$ cat src/rtl/mips_pkg.sv
// Shared MIPS definitions used by the ALU control decoder and the
// multiply/divide sequencer.
//   ALU_MULT / ALU_DIV : ALU control encodings for the HI/LO operations
//   md_state_e         : multiply/divide sequencer state encoding
//   magnitude()        : absolute value of a possibly-signed operand
package mips_pkg;

  localparam int XLEN = 32;

  localparam logic [3:0] ALU_MULT = 4'b1010;
  localparam logic [3:0] ALU_DIV  = 4'b1111;

  typedef enum logic [2:0] {
    IDLE,
    PREP,
    RUN,
    FIX,
    DONE
  } md_state_e;

  // Two's-complement magnitude when the operand is treated as signed;
  // unsigned operands pass through untouched.
  function automatic logic [XLEN-1:0] magnitude(input logic [XLEN-1:0] x,
                                                 input logic            sgn);
    return (sgn && x[XLEN-1]) ? (~x + 1'b1) : x;
  endfunction

endpackage

$ cat src/rtl/md_datapath.sv
// Multiply/divide datapath: operand latches, 64-bit accumulator used both
// for shift-add multiplication and restoring division, sign correction,
// and the architectural HI/LO registers.
// Ports:
//   clk, rst_n   : clock, asynchronous active-low reset
//   load_i       : latch raw operands and sign mode (accepting edge)
//   is_signed_i  : sign mode to latch with the operands
//   op_a_i/op_b_i: raw operands
//   is_div_i     : operation of the sequence in flight (1 = divide)
//   prep_i       : convert operands to magnitudes, seed accumulator
//   step_i       : perform one multiply or divide iteration
//   fix_i        : sign-correct the result and write HI/LO
//   b_zero_o     : latched divisor is zero
//   hi_o/lo_o    : HI/LO registers
module md_datapath
  import mips_pkg::*;
(
  input  logic            clk,
  input  logic            rst_n,
  input  logic            load_i,
  input  logic            is_signed_i,
  input  logic [XLEN-1:0] op_a_i,
  input  logic [XLEN-1:0] op_b_i,
  input  logic            is_div_i,
  input  logic            prep_i,
  input  logic            step_i,
  input  logic            fix_i,
  output logic            b_zero_o,
  output logic [XLEN-1:0] hi_o,
  output logic [XLEN-1:0] lo_o
);

  logic [XLEN-1:0]   a_q, a_d, b_q, b_d;
  logic              sgn_q, sgn_d;
  logic              neg_res_q, neg_res_d;
  logic              neg_rem_q, neg_rem_d;
  logic [2*XLEN-1:0] acc_q, acc_d;
  logic [XLEN-1:0]   hi_q, hi_d, lo_q, lo_d;

  logic [XLEN:0]     mult_sum;
  logic [XLEN:0]     rem_shift;
  logic [XLEN:0]     trial;
  logic [2*XLEN-1:0] prod_fix;
  logic [XLEN-1:0]   quo_fix, rem_fix;

  // Multiply: accumulator = {partial product, remaining multiplier bits}.
  // Divide: accumulator = {partial remainder, dividend/quotient bits}.
  // The extra bit on each adder catches the carry or the borrow.
  assign mult_sum  = {1'b0, acc_q[2*XLEN-1:XLEN]} + {1'b0, a_q};
  assign rem_shift = {acc_q[2*XLEN-1:XLEN], acc_q[XLEN-1]};
  assign trial     = rem_shift - {1'b0, b_q};

  assign prod_fix = neg_res_q ? (~acc_q + 1'b1) : acc_q;
  assign quo_fix  = neg_res_q ? (~acc_q[XLEN-1:0] + 1'b1) : acc_q[XLEN-1:0];
  assign rem_fix  = neg_rem_q ? (~acc_q[2*XLEN-1:XLEN] + 1'b1)
                              : acc_q[2*XLEN-1:XLEN];

  always_comb begin
    a_d       = a_q;
    b_d       = b_q;
    sgn_d     = sgn_q;
    neg_res_d = neg_res_q;
    neg_rem_d = neg_rem_q;
    acc_d     = acc_q;
    hi_d      = hi_q;
    lo_d      = lo_q;
    if (load_i) begin
      a_d   = op_a_i;
      b_d   = op_b_i;
      sgn_d = is_signed_i;
    end
    if (prep_i) begin
      a_d       = magnitude(a_q, sgn_q);
      b_d       = magnitude(b_q, sgn_q);
      neg_res_d = sgn_q & (a_q[XLEN-1] ^ b_q[XLEN-1]);
      neg_rem_d = sgn_q & a_q[XLEN-1];
      acc_d     = is_div_i ? {{XLEN{1'b0}}, magnitude(a_q, sgn_q)}
                           : {{XLEN{1'b0}}, magnitude(b_q, sgn_q)};
    end
    if (step_i) begin
      if (!is_div_i) begin
        acc_d = acc_q[0] ? {mult_sum, acc_q[XLEN-1:1]}
                         : {1'b0, acc_q[2*XLEN-1:1]};
      end else if (!trial[XLEN]) begin
        acc_d = {trial[XLEN-1:0], acc_q[XLEN-2:0], 1'b1};
      end else begin
        acc_d = {rem_shift[XLEN-1:0], acc_q[XLEN-2:0], 1'b0};
      end
    end
    if (fix_i) begin
      if (!is_div_i) begin
        hi_d = prod_fix[2*XLEN-1:XLEN];
        lo_d = prod_fix[XLEN-1:0];
      end else begin
        hi_d = rem_fix;
        lo_d = quo_fix;
      end
    end
  end

  always_ff @(posedge clk or negedge rst_n) begin
    if (!rst_n) begin
      a_q       <= '0;
      b_q       <= '0;
      sgn_q     <= 1'b0;
      neg_res_q <= 1'b0;
      neg_rem_q <= 1'b0;
      acc_q     <= '0;
      hi_q      <= '0;
      lo_q      <= '0;
    end else begin
      a_q       <= a_d;
      b_q       <= b_d;
      sgn_q     <= sgn_d;
      neg_res_q <= neg_res_d;
      neg_rem_q <= neg_rem_d;
      acc_q     <= acc_d;
      hi_q      <= hi_d;
      lo_q      <= lo_d;
    end
  end

  assign b_zero_o = (b_q == '0);
  assign hi_o     = hi_q;
  assign lo_o     = lo_q;

endmodule

$ cat src/rtl/mult_div_sequencer.sv
// Multi-cycle multiply/divide unit for the HI/LO instructions. The FSM and
// iteration counter live here; arithmetic lives in md_datapath.
// Ports:
//   clk, rst_n        : clock, asynchronous active-low reset
//   start, alu_ctrl   : operation request and op select (mult/div)
//   is_signed         : two's-complement operands when 1
//   op_a, op_b        : multiplicand/dividend, multiplier/divisor
//   flush             : abort the operation in flight
//   busy, done        : pipeline stall, one-cycle completion pulse
//   div_by_zero       : qualifies done for a zero divisor
//   hi, lo            : HI/LO registers
module mult_div_sequencer #(
  parameter int WIDTH = 32
) (
  input  logic             clk,
  input  logic             rst_n,
  input  logic             start,
  input  logic [3:0]       alu_ctrl,
  input  logic             is_signed,
  input  logic [WIDTH-1:0] op_a,
  input  logic [WIDTH-1:0] op_b,
  input  logic             flush,
  output logic             busy,
  output logic             done,
  output logic             div_by_zero,
  output logic [WIDTH-1:0] hi,
  output logic [WIDTH-1:0] lo
);

  import mips_pkg::*;

  md_state_e  state_q;
  logic [4:0] cnt_q;
  logic       busy_q, done_q, dbz_q, is_div_q;
  logic       accept, b_zero;
  logic       prep_en, step_en, fix_en;

  // Flush wins over a simultaneous start; unknown op codes are dropped.
  assign accept = (state_q == IDLE) && start && !flush &&
                  ((alu_ctrl == ALU_MULT) || (alu_ctrl == ALU_DIV));

  // A flush must not let the datapath advance or touch HI/LO.
  assign prep_en = (state_q == PREP) && !flush;
  assign step_en = (state_q == RUN)  && !flush;
  assign fix_en  = (state_q == FIX)  && !flush;

  always_ff @(posedge clk or negedge rst_n) begin
    if (!rst_n) begin
      state_q  <= IDLE;
      cnt_q    <= '0;
      busy_q   <= 1'b0;
      done_q   <= 1'b0;
      dbz_q    <= 1'b0;
      is_div_q <= 1'b0;
    end else begin
      done_q <= 1'b0;
      dbz_q  <= 1'b0;
      if (state_q != IDLE && flush) begin
        state_q <= IDLE;
        busy_q  <= 1'b0;
      end else begin
        case (state_q)
          IDLE: begin
            if (accept) begin
              state_q  <= PREP;
              busy_q   <= 1'b1;
              is_div_q <= (alu_ctrl == ALU_DIV);
            end
          end
          PREP: begin
            // A zero divisor skips the iterations entirely.
            if (is_div_q && b_zero) begin
              state_q <= DONE;
              done_q  <= 1'b1;
              dbz_q   <= 1'b1;
            end else begin
              state_q <= RUN;
              cnt_q   <= 5'd31;
            end
          end
          RUN: begin
            cnt_q <= cnt_q - 5'd1;
            if (cnt_q == 5'd0) begin
              state_q <= FIX;
            end
          end
          FIX: begin
            state_q <= DONE;
            done_q  <= 1'b1;
          end
          DONE: begin
            state_q <= IDLE;
            busy_q  <= 1'b0;
          end
          default: begin
            state_q <= IDLE;
            busy_q  <= 1'b0;
          end
        endcase
      end
    end
  end

  md_datapath u_datapath (
    .clk         (clk),
    .rst_n       (rst_n),
    .load_i      (accept),
    .is_signed_i (is_signed),
    .op_a_i      (op_a),
    .op_b_i      (op_b),
    .is_div_i    (is_div_q),
    .prep_i      (prep_en),
    .step_i      (step_en),
    .fix_i       (fix_en),
    .b_zero_o    (b_zero),
    .hi_o        (hi),
    .lo_o        (lo)
  );

  assign busy        = busy_q;
  assign done        = done_q;
  assign div_by_zero = dbz_q;

endmodule
$ cat config.mk
export PLATFORM = sky130hd
export DESIGN_NAME = mult_div_sequencer
export DESIGN_NICKNAME = d
export VERILOG_FILES = /design/src/rtl/mips_pkg.sv /design/src/rtl/md_datapath.sv /design/src/rtl/mult_div_sequencer.sv
export SDC_FILE = /design/constraint.sdc
export NUM_CORES = 1
export LEC_CHECK = 0
export BUFFER_PORTS_ARGS = -buffer_cell sky130_fd_sc_hd__buf_4
export CAP_MARGIN = 20
export CORE_ASPECT_RATIO = 0.6
export CORE_UTILIZATION = 60
export CTS_CLUSTER_SIZE = 14
export DETAILED_ROUTE_END_ITERATION = 16
export GPL_TIMING_DRIVEN = 0
export PLACE_DENSITY = 0.85
export SETUP_SLACK_MARGIN = 0.2
export SLEW_MARGIN = 0
export SYNTH_ARGS = -nofsm -noshare
export SYNTH_HDL_FRONTEND = slang
export SYNTH_SLANG_ARGS = --single-unit
$ cat constraint.sdc
create_clock -name clk -period 4.65 [get_ports clk]
set_input_delay 0.2325 -clock clk [delete_from_list [all_inputs] [get_ports clk]]
set_output_delay 0.2325 -clock clk [all_outputs]
set_load 0.05 [all_outputs]
==> results.yml <==
finish:
  design_area_um2: 19200
  fill_cells: 2048
  ff_latch_area_um2: 5180
  synthToLayoutAreaGrowth_pct: 18.3
  drive_gt1_frac: 0.0978
  final_common_cell: "nand2_1"
  multi_input_area_um2: 10200
  nNetsFinal: 2371
  final_cell_mix: "nand2_1, dfrtp_1, o21ai_0"
timing:
  worstMarginPinSlew_ns: 1.37
  relSlewSlack: 0.0840
  slew_viol_final: 0
  grt_setup_unrepaired: "false"
  setup_violations: 0
  finalCriticalPeriod_ns: 4.42
  max_freq_mhz: 226
  fin_skew_ns: 0.0197
  final_hold_viol_count: 0
  finalSetupTns_ns: 0
  min_period_over_period: 0.950
clock_tree:
  cts_sinks: 207
  post-cts-setup-buffers: 0
  cts_tree: "built"
  clock_path_buffers: 3
  cts_root_buffer: "clkbuf_16"
  clk_pin_slew_ns: 0.07
  cts_max_level: 1
  clkLatencyLatePin_ns: 0.55
  cts_buffers: 22
critical_path:
  required_ns: 5.01
  critPathCaptureType: "flip-flop"
  timing.rr.start: "u_datapath.a_q[1]"
  arrival_ns: 4.77
  r2r_end: "u_datapath.acc_q[26]"
  start_kind: "flip-flop"
  criticalPathCategory: "flip-flop to flip-flop"
  r2r_setup_slack_ns: 0.23
  cp_max_fo: 6
  reg2regPathDepth: 10
floorplan:
  chipWidth_um: 214
  design.core.area_um2: 26500
  initial_core_util: 0.612
  die-area_um2: 27700
  io_pins: 140
  rows: 46
  die_h_um: 129
status:
  status: "finished clean"
logic_synthesis:
  synth_mux_area_frac: 0.0338
  synthAdderAreaFrac: 0.0566
  ys_types: 83
  yosys.area_share.simple: 0.178
  syn_area_um2: 16200
  synth_top_area_frac: 0.320
  synth_top_family_by_area: "compound AO/OA/AOI/OAI gates"
  yosys_register_bits: 207
  synth_compound_area_frac: 0.269
  async_reset_ff_frac: 1.00
  syn-num-nets: 2138
  synth_ff_type: "dfrtp_1"
  synthCells: 1993
  synth_area_leaders: "dfrtp_1, o21ai_0, nand2_1"
  avgSynthCellArea_um2: 8.13
  yosysWarnings: 0
  synth_xor_area_frac: 0.0936
  yosys.area.top_type: "dfrtp_1"
  synth_edf_count: 0
  yosysSeqAreaShare: 0.320
flow_run:
  maxCapViolCount: 0
global_routing:
  grt_pass1_vias: 16800
  grt_overflow: 0
  grt_max_degree: 115
  antenna_found_initial: 2
  track_usage: 0.502
  grt_pass1_wl_mm: 104
place:
  post_dp_cell_area_um2: 17700
  gp_congestion: 1.10
  hpwl_mm: 52.9
  port_buffers: 139
worst_hold_path:
  worstHoldStart: "flush"
  hold_class: "input pin to flip-flop"
  min_path_cells: 3
  hold_end: "busy"
routing:
  firstDrtPassIters: 8
  first_iter_violations: 3499
  remaining_drc_errors: 0
  num_vias: 18500
  drt-met1-wl_mm: 27.1
  top_layer: "met4"
  ant_nets: 0
  wl_met3_mm: 12.5
  wirelength_mm: 71.4
  wl_per_cell_um: 27.5
  viasPerCell: 7.13
  route.met2.wl_mm: 27.8
power_and_ir_drop:
  power_density_nw_per_um2: 578
  p_leak_nw: 8.57
  total_power_mw: 11.1
  irDropWorstVdd_uv: 368
==> stage by stage <==
| stage | util | cells | hold WS, ns | setup slack [ns] |
|---|---|---|---|---|
| floorplan | - | 1993 | -0.0631 | 1.41 |
| global placement | 0.668 | 2492 | 0.440 | 0.212 |
| detailed placement | 0.670 | 2494 | 0.313 | 0.168 |
| CTS | 0.723 | 2599 | 0.0140 | 0.248 |
| global route | 0.723 | 2599 | 0.0390 | 0.210 |
| finish | 0.723 | 2600 | 0.0150 | 0.233 |
==> area by class of cell <==
type | count | share of cell area
clock buffers | 33 | 0.0351
clock inverters | 4 | 0.00248
diodes | 1 | 0.000131
multi-input cells | 1579 | 0.535
repair buffers | 209 | 0.0924
plain buffers | 140 | 0.0282
inverters | 67 | 0.0131
well taps | 360 | 0.0235
flip-flops and latches | 207 | 0.270
==> cells by family after synthesis <==
| kind of cell | count (synthesis) |
|---|---|
| compound gates | 672 |
| xor+xnor | 173 |
| fa+ha+maj | 72 |
| buf+inv | 207 |
| flops | 207 |
| mux | 52 |
| simple gates | 610 |
==> cell usage after synthesis, drive strengths merged, types with 27 or more instances <==
library cell / n
nand2: 256
o21ai: 216
dfrtp: 207
a21oi: 137
nor2: 125
clkbuf: 122
xnor2: 94
xor2: 79
ha: 70
inv: 67
nor3: 49
mux2i: 40
a21o: 35
nand3: 35
nor4: 31
o31ai: 31
a211oi: 28
a22oi: 27
==> worst max path at each step <==
stage,start,end,slack (ns),depth (start not counted)
after detailed placement,u_datapath.acc_q[31],u_datapath.acc_q[39],0.17,14
after CTS,u_datapath.acc_q[31],u_datapath.acc_q[57],0.25,14
after global placement,u_datapath.acc_q[31],u_datapath.acc_q[39],0.21,14
after floorplan,u_datapath.acc_q[31],u_datapath.acc_q[62],1.41,12
final,u_datapath.a_q[1],u_datapath.acc_q[26],0.23,10
after global routing,u_datapath.acc_q[31],u_datapath.acc_q[51],0.21,14
==> state kept, by name (all words and copies together), names as in the netlist <==
| signal | flops |
|---|---|
| u_datapath.b_q | 32 |
| u_datapath.a_q | 32 |
| u_datapath.neg_rem_q | 1 |
| cnt_q | 5 |
| busy | 1 |
| u_datapath.neg_res_q | 1 |
| u_datapath.sgn_q | 1 |
| u_datapath.hi_o | 32 |
| div_by_zero | 1 |
| is_div_q | 1 |
| state_q | 3 |
| done | 1 |
| u_datapath.lo_o | 32 |
| u_datapath.acc_q | 64 |
==> worst max-delay path, cell delays in order (launching register included) <==
cell	delay (ns)
dfrtp_1	0.46
inv_1	0.20
ha_1	0.25
nand2b_1	0.14
nor4_1	0.58
a21oi_1	0.25
a21oi_1	0.53
o21ai_0	0.42
xor2_1	0.24
o21ai_0	0.89
a221oi_1	0.26
==> per-layer routing <==
| metal | vias up | track usage |
|---|---|---|
| li1 | 7764 | - |
| met1 | 8713 | 0.669 |
| met2 | 1712 | 0.701 |
| met3 | 342 | 0.219 |
| met4 | 0 | 0.230 |
| met5 | - | 0 |
==> what timing repair did <==
action | CTS | global route
hold endpoints to repair | 159 | 0
gates resized for setup | 1 | 5
hold buffers | 68 | 0
endpoints found under the setup margin | 4 | 24
==> report_power, final <==
part | switching, mW | internal [mW]
clock network | 0.821 | 1.05
registers | 0.877 | 2.22
logic | 3.83 | 2.26
total | 5.53 | 5.53
(Power assumes the default switching activity.)
